### config.mk
export PLATFORM = sky130hd
export DESIGN_NAME = sumador_acc
export DESIGN_NICKNAME = d
export VERILOG_FILES = /design/src/rtl/sumador_pkg.sv /design/src/rtl/sumador_core.sv /design/src/rtl/sumador_acc.sv
export SDC_FILE = /design/constraint.sdc
export NUM_CORES = 1
export LEC_CHECK = 0
export BUFFER_PORTS_ARGS = -buffer_cell sky130_fd_sc_hd__buf_2
export CAP_MARGIN = 10
export CORE_ASPECT_RATIO = 0.8
export CORE_MARGIN = 4
export CORE_UTILIZATION = 28
export DETAILED_ROUTE_END_ITERATION = 10
export SYNTH_ARGS = -nofsm -noshare
export SYNTH_HDL_FRONTEND = slang
export SYNTH_SLANG_ARGS = --single-unit
### constraint.sdc
create_clock -name clk -period 3.05 [get_ports clk]
set_input_delay 0.1525 -clock clk [delete_from_list [all_inputs] [get_ports clk]]
set_output_delay 0.1525 -clock clk [all_outputs]
set_load 0.02 [all_outputs]
### src/rtl/sumador_pkg.sv
// Shared definitions for the sumador accumulator slice: op encoding and default width.
package sumador_pkg;

  localparam int WIDTH_DEF = 8;

  typedef enum logic [1:0] {
    OP_ADD = 2'b00,
    OP_SUB = 2'b01,
    OP_ACC = 2'b10,
    OP_CLR = 2'b11
  } op_e;

endpackage

### src/rtl/sumador_core.sv
// Combinational arithmetic for sumador_acc: add/sub/accumulate with carry,
// signed overflow detection and optional signed saturation.
module sumador_core
  import sumador_pkg::*;
#(
  parameter int WIDTH = WIDTH_DEF,
  parameter int SAT   = 0
) (
  input  logic [1:0]       op,
  input  logic [WIDTH-1:0] a,
  input  logic [WIDTH-1:0] b,
  input  logic [WIDTH-1:0] acc,
  output logic [WIDTH-1:0] res,
  output logic             carry,
  output logic             overflow
);

  localparam logic [WIDTH-1:0] SMAX = {1'b0, {(WIDTH-1){1'b1}}};
  localparam logic [WIDTH-1:0] SMIN = {1'b1, {(WIDTH-1){1'b0}}};

  op_e              op_s;
  logic [WIDTH-1:0] x_s;
  logic [WIDTH-1:0] y_s;
  logic             cin_s;
  logic [WIDTH:0]   sum_s;
  logic [WIDTH-1:0] raw_s;
  logic             ovf_s;

  assign op_s = op_e'(op);

  // Operand routing: SUB adds the inverted b plus one, ACC adds a to acc.
  always_comb begin
    x_s   = a;
    y_s   = b;
    cin_s = 1'b0;
    case (op_s)
      OP_ADD: begin
        x_s = a;
        y_s = b;
      end
      OP_SUB: begin
        x_s   = a;
        y_s   = ~b;
        cin_s = 1'b1;
      end
      OP_ACC: begin
        x_s = acc;
        y_s = a;
      end
      OP_CLR: begin
        x_s = {WIDTH{1'b0}};
        y_s = {WIDTH{1'b0}};
      end
      default: begin
        x_s = a;
        y_s = b;
      end
    endcase
  end

  assign sum_s = {1'b0, x_s} + {1'b0, y_s} + {{WIDTH{1'b0}}, cin_s};
  assign raw_s = sum_s[WIDTH-1:0];
  // With y = ~b for SUB, "equal operand signs" covers both the add and sub overflow rule.
  assign ovf_s = (x_s[WIDTH-1] == y_s[WIDTH-1]) && (raw_s[WIDTH-1] != x_s[WIDTH-1]);

  // Flag selection and saturation; a clean sum carry-out means no borrow on SUB.
  always_comb begin
    res      = raw_s;
    carry    = 1'b0;
    overflow = 1'b0;
    case (op_s)
      OP_ADD, OP_ACC: begin
        carry    = sum_s[WIDTH];
        overflow = ovf_s;
      end
      OP_SUB: begin
        carry    = ~sum_s[WIDTH];
        overflow = ovf_s;
      end
      OP_CLR: begin
        carry    = 1'b0;
        overflow = 1'b0;
      end
      default: begin
        carry    = 1'b0;
        overflow = 1'b0;
      end
    endcase
    if (op_s == OP_CLR) begin
      res = {WIDTH{1'b0}};
    end else if ((SAT != 0) && overflow) begin
      res = x_s[WIDTH-1] ? SMIN : SMAX;
    end else begin
      res = raw_s;
    end
  end

endmodule

### src/rtl/sumador_acc.sv
// Adder/accumulator with valid/ready handshake on both sides; results and
// flags are registered with one cycle of latency.
module sumador_acc
  import sumador_pkg::*;
#(
  parameter int WIDTH = WIDTH_DEF,
  parameter int SAT   = 0
) (
  input  logic             clk,
  input  logic             rst_n,
  input  logic             in_valid,
  output logic             in_ready,
  input  logic [WIDTH-1:0] a,
  input  logic [WIDTH-1:0] b,
  input  logic [1:0]       op,
  output logic             out_valid,
  input  logic             out_ready,
  output logic [WIDTH-1:0] result,
  output logic             carry,
  output logic             overflow,
  output logic             zero
);

  logic             accept_s;
  logic [WIDTH-1:0] res_s;
  logic             carry_s;
  logic             ovf_s;
  logic             out_valid_r;
  logic [WIDTH-1:0] result_r;
  logic             carry_r;
  logic             overflow_r;
  logic             zero_r;
  logic [WIDTH-1:0] acc_r;

  sumador_core #(
    .WIDTH (WIDTH),
    .SAT   (SAT)
  ) u_core (
    .op       (op),
    .a        (a),
    .b        (b),
    .acc      (acc_r),
    .res      (res_s),
    .carry    (carry_s),
    .overflow (ovf_s)
  );

  // The output stage frees up in the same cycle the consumer takes it.
  assign in_ready = !out_valid_r || out_ready;
  assign accept_s = in_valid && in_ready;

  // Output registers, handshake state and the accumulator.
  always_ff @(posedge clk or negedge rst_n) begin
    if (!rst_n) begin
      out_valid_r <= 1'b0;
      result_r    <= {WIDTH{1'b0}};
      carry_r     <= 1'b0;
      overflow_r  <= 1'b0;
      zero_r      <= 1'b0;
      acc_r       <= {WIDTH{1'b0}};
    end else if (accept_s) begin
      out_valid_r <= 1'b1;
      result_r    <= res_s;
      carry_r     <= carry_s;
      overflow_r  <= ovf_s;
      zero_r      <= (res_s == {WIDTH{1'b0}});
      if (op == OP_ACC) begin
        acc_r <= res_s;
      end else if (op == OP_CLR) begin
        acc_r <= {WIDTH{1'b0}};
      end else begin
        acc_r <= acc_r;
      end
    end else if (out_ready) begin
      out_valid_r <= 1'b0;
    end else begin
      out_valid_r <= out_valid_r;
    end
  end

  assign out_valid = out_valid_r;
  assign result    = result_r;
  assign carry     = carry_r;
  assign overflow  = overflow_r;
  assign zero      = zero_r;

endmodule

Word-level counts from Yosys, hierarchy flattened
Index checks and enable logic that the tools add are counted.
{ "word_totals": {"register_bits": 20, "input_bits": 22, "out_inout_bits": 13, "word_cells": 37} }
{ "classes": {"add_sub_neg": 2, "n_eq_ne": 5, "mux": 10, "bitwise_logic": 2, "n_reduce_logical": 12} }
{ "op_table": {"columns": ["operator", "n"], "rows": [
  ["one-hot mux 8 bit (4 select lines)", 1],
  ["2-to-1 mux 8 bit", 3],
  ["one-hot mux 8 bit (3 select lines)", 1],
  ["adder 8 x 8 -> 9 bit", 1],
  ["adder 9 x 1 -> 9 bit", 1],
  ["zero test 8 bit", 1],
  ["inverter 8 bit", 1],
  ["== test 2 bit, second input constant", 2],
  ["nonzero test 2 bit", 2],
  ["OR reduction 2 bit", 2],
  ["2-to-1 mux 1 bit", 3],
  ["one-hot mux 1 bit (3 select lines)", 1],
  ["OR reduction 3 bit", 1],
  ["== test 2 x 1 -> 1 bit, second input constant", 1],
  ["logical AND 1 bit", 2],
  ["zero test 2 bit", 1],
  ["one-hot mux 1 bit (2 select lines)", 1],
  ["AND reduction 2 bit", 1],
  ["== test 1 bit", 1],
  ["zero test 1 bit", 1],
  ["logical OR 1 bit", 1],
  ["!= test 1 bit", 1],
  ["inverter 1 bit", 1]
]} }

Longest topological paths before layout
{ "logic_depth": {"depth_word": 8, "mapped_depth": 12} }

Cells and area by module
From an unflattened synthesis, not the netlist that was laid out.
{ "hier_totals": {"hier_cells": 149, "area_unflattened_um2": 1527.7} }
{ "modules_own_cells": {"columns": ["mod", "n_inst", "cells_per_inst", "area_each_um2"], "rows": [
  ["sumador_acc", 1, 55, 829.5],
  ["sumador_core", 1, 94, 698.2]
]} }

Worst setup path before layout
Ideal clock, no wire load.
{ "synth_timing": {"path_kind": "input -> register", "from": "input op[1]", "to": "register carry_r (netlist: carry)", "setup_time_ps": 75, "t_arrival_ps": 2734, "setup_slack_ps": 241, "path_stages": 12, "n_path_buf": 2, "path_cell_list": "nor2b_1 clkbuf_1 clkbuf_1 a21oi_1 fa_1 fa_1 nand2b_1 a21oi_2 a31oi_1 o21ai_1 mux2_1 o21ai_2"} }
{ "synth_via": {"elab_chain_len": 7} }
{ "synth_rtl": {"columns": ["element", "line_no", "source"], "rows": [
  ["from (decl)", "sumador_acc.sv:15", "input logic [1:0] op,"],
  ["== test 2 x 1 -> 1 bit / zero test 2 bit (equally long branches)", "sumador_core.sv:36, sumador_core.sv:71", null],
  ["OR reduction 2 bit (no source line)", null, null],
  ["one-hot mux 8 bit (3 select lines)", "sumador_core.sv:36", "case (op_s)"],
  ["adder 8 x 8 -> 9 bit", "sumador_core.sv:61", "assign sum_s = {1'b0, x_s} + {1'b0, y_s} + {{WIDTH{1'b0}}, cin_s};"],
  ["adder 9 x 1 -> 9 bit", "sumador_core.sv:61", null],
  ["inverter 1 bit", "sumador_core.sv:77", "carry = ~sum_s[WIDTH];"],
  ["one-hot mux 1 bit (3 select lines) (*)", "sumador_core.sv:71", "case (op_s)"],
  ["to (signal assigned)", "sumador_acc.sv:64", "carry_r <= carry_s;"],
  ["to (decl)", "sumador_acc.sv:30", "logic carry_r;"]
]} }
Mark *: on every way between the ends. The rest lies on a longest branch, timed or not.
A chain may end at the register's enable or synchronous reset.

Final worst setup path
Same ends and word-level chain as after synthesis.

==> summary.md <==
| Metric | Value |
|---|---|
| Status | `finished clean` |
| Mapped Avg Cell Area | `8.27 um2` |
| Synth area leaders | `dfrtp_1, nand2_1, xnor2_1` |
| Placement Setup Slack | `359 ps` |
| Clk Latency, worst-skew pair | `250 ps` |
| Initial Util | `30.0%` |
| Pwr dens | `514 mW/mm2` |
| All-Layer GR Usage | `11.4%` |
| Worst setup EP type | `flop` |
| Hold path endpoint | `out_valid` |
| Yosys reg bits | `20` |
| DRC | `0` |
| Vias in the first global route | `1213` |
| Hold buffer count at cts | `1` |
| Fin. Hold Viols | `0` |
| Syn Inst Count | `172` |
| Synth Warn # | `0` |
| EDFF count, synth | `0` |
| Arr. time, crit path | `2630 ps` |
| Critical-path maximum fanout | `7` |
| CP most frequent cell | `fa_1` |
| Most common cell in the netlist | `nand2_1` |
| CP delay by family, top | `adder cells` |
| Postcts setup bufs | `0` |
| Async set-reset flop share out of synthesis | `100%` |
| PostCTS Resize Cnt | `0` |
| Critical path's slowest cell | `fa_1` |
| Max cap viols | `0` |
| Leak | `0.791 nW` |
| I/O pin cnt | `35` |
| Max Fclk | `407 MHz` |
| Layout cells sized above 1 | `22.1%` |
| H-Tree Level Count | `1` |
| DPL Wire Length | `2.79 mm` |
| Antenna Cells | `0` |
| CTS max path bufs | `2` |
| CP Launch Type | `input port` |
| Top-area cell type share of the netlist area | `35.2%` |
| Initial antenna violation count | `0` |
| FF-to-FF setup slack | `610 ps` |
| RSZ-0062 raised after global routing | `no` |
| CTS tree | `built` |
| Setup TNS | `0 ps` |
| Clock Pin Slew Worst Setup and Hold Paths | `70 ps` |
| Synthesized cell area | `0.00142 mm2` |
| Largest net degree at the start of global routing | `21` |
| Final WS setup | `594 ps` |
| Setup-failing EPs final | `0` |
| Aggregate global routing overflow | `0` |
| RePlAce Congestion | `0.801` |
| Worst Setup SP | `op[1]` |
| CORE AREA | `0.00473 mm2` |
| Clock sinks | `20` |
| Post-Syn Nets | `203` |
| Die Width | `87.7 um` |
| Worst endpoint required time | `3230 ps` |
| Most used flip-flop cell after synthesis | `dfrtp_1` |
| Dominant cell type by area after synthesis | `dfrtp_1` |
| Period Utilization, post-route | `80.5%` |
| Drt first pass iters | `4` |
| Final wirelength | `3.38 mm` |
| Seq/Total Area, Yosys | `35.2%` |
| Hold WC Path Type | `in2reg` |
| Total CTS buffers | `3` |
| Port buffer count | `34` |
| FF-to-FF Start | `acc_r[0]` |
| Slew headroom | `58.5%` |
| Hold_sp | `in_valid` |
| Die Footprint | `0.00629 mm2` |
| Worst reg2reg path endpoint | `carry` |
| Count of different cell masters after synthesis | `34` |
| Clk root buf | `clkbuf_8` |
| DR iter-0 viols | `34` |
| Top cells by count, synth | `nand2_1, dfrtp_1, o21ai_0` |
| Vias | `1261` |
| CP peak stage delay | `460 ps` |
| Worst vdd ir | `0.224 mV` |
| Worst slew pin tran | `621 ps` |
| Vias per cell | `4.78` |
| Fill cells | `507` |
| Routed Antenna Nets | `0` |
| Worst Hold Depth | `2` |
| Area delta synth->final | `20.3%` |
| Crit-path cells | `buf_2 -> nor2b_1 -> a21oi_1 -> fa_1 -> fa_1 -> nand2b_1 -> a21oi_2 -> a31oi_1 -> o21ai_1 -> mux2_1 -> o21ai_2` |
| NumNets Final | `236` |
| Buf/Inv on CP | `1` |
| Drt wl/cell | `12.8 um` |
| Clk_skew | `3.58 ps` |
| Fin. max-slew vios | `0` |
| Global-route wire length before repair | `5.84 mm` |
| Chip height | `71.8 um` |
| Min cycle time layout | `2460 ps` |
| Reg2Reg Depth | `9` |
| # rows | `22` |
| Critical path class | `in2reg` |
## power by group
part           switching [mW]  internal (mW)
sequential             0.0294          0.318
clock                  0.0825          0.115
combinational           0.202          0.132
total                   0.314          0.565
## cell usage in the layout, fill, tap and decap left out, drive strengths merged, types with 2 or more instances in the layout
master,count
nand2,35
xnor2,12
inv,10
fa,2
a21oi,9
buf,37
nand2b,5
nor2,7
a22o,2
clkbuf,4
o31ai,9
ha,7
and2,2
nor2b,2
o41ai,2
dfrtp,20
o21ai,23
nand3,3
## flip-flops by register name (all words and copies together), names as in the netlist
signal     cells
overflow       1
out_valid      1
zero           1
acc_r          8
carry          1
result         8
## layout make-up
type,count,area (um2),share of cell area (%)
inverter,10,37.5,2.19
tap,60,75.1,4.39
sequential,20,500,29.2
clock buffer,4,55.1,3.22
multi-input combinational,132,841,49.1
timing repair buffer,38,203,11.8
## how the worst max path moves through the flow
stage               endpoint  cells past startpoint
floorplan              carry                     12
global placement       carry                     11
detailed placement     carry                     11
CTS                    carry                      9
global route           carry                     13
finish                 carry                     11
## per-stage QoR
step | utilization, % | instances | power [mW] | cell area (um2) | hold slack [ps]
finish | 36.2 | 264 | 0.879 | 1710 | 138
global route | 36.2 | 264 | 0.951 | 1710 | 132
CTS | 36.2 | 264 | 0.893 | 1710 | 134
detailed placement | 34.8 | 259 | 0.691 | 1650 | 131
global placement | 34.8 | 259 | 0.689 | 1650 | 125
floorplan | - | 172 | 0.584 | 1420 | -143
## per-layer routing
metal	routed length [um]	global-route usage (%)
met1	1760	16.9
met2	1400	16.3
met3	194	3.79
met4	21	1.70
met5	0	0
## cells by family after synthesis
| family | Yosys count | synth area share, % |
|---|---|---|
| and+or+nand+nor | 57 | 17.4 |
| buffers and inverters | 20 | 5.72 |
| adders and majority gates | 9 | 8.97 |
| AOI/OAI and AO/OA | 51 | 23.2 |
| muxes | 2 | 1.50 |
| xor gates and xnor gates | 13 | 8.00 |
| DFF | 20 | 35.2 |
(Power assumes the default switching activity.)
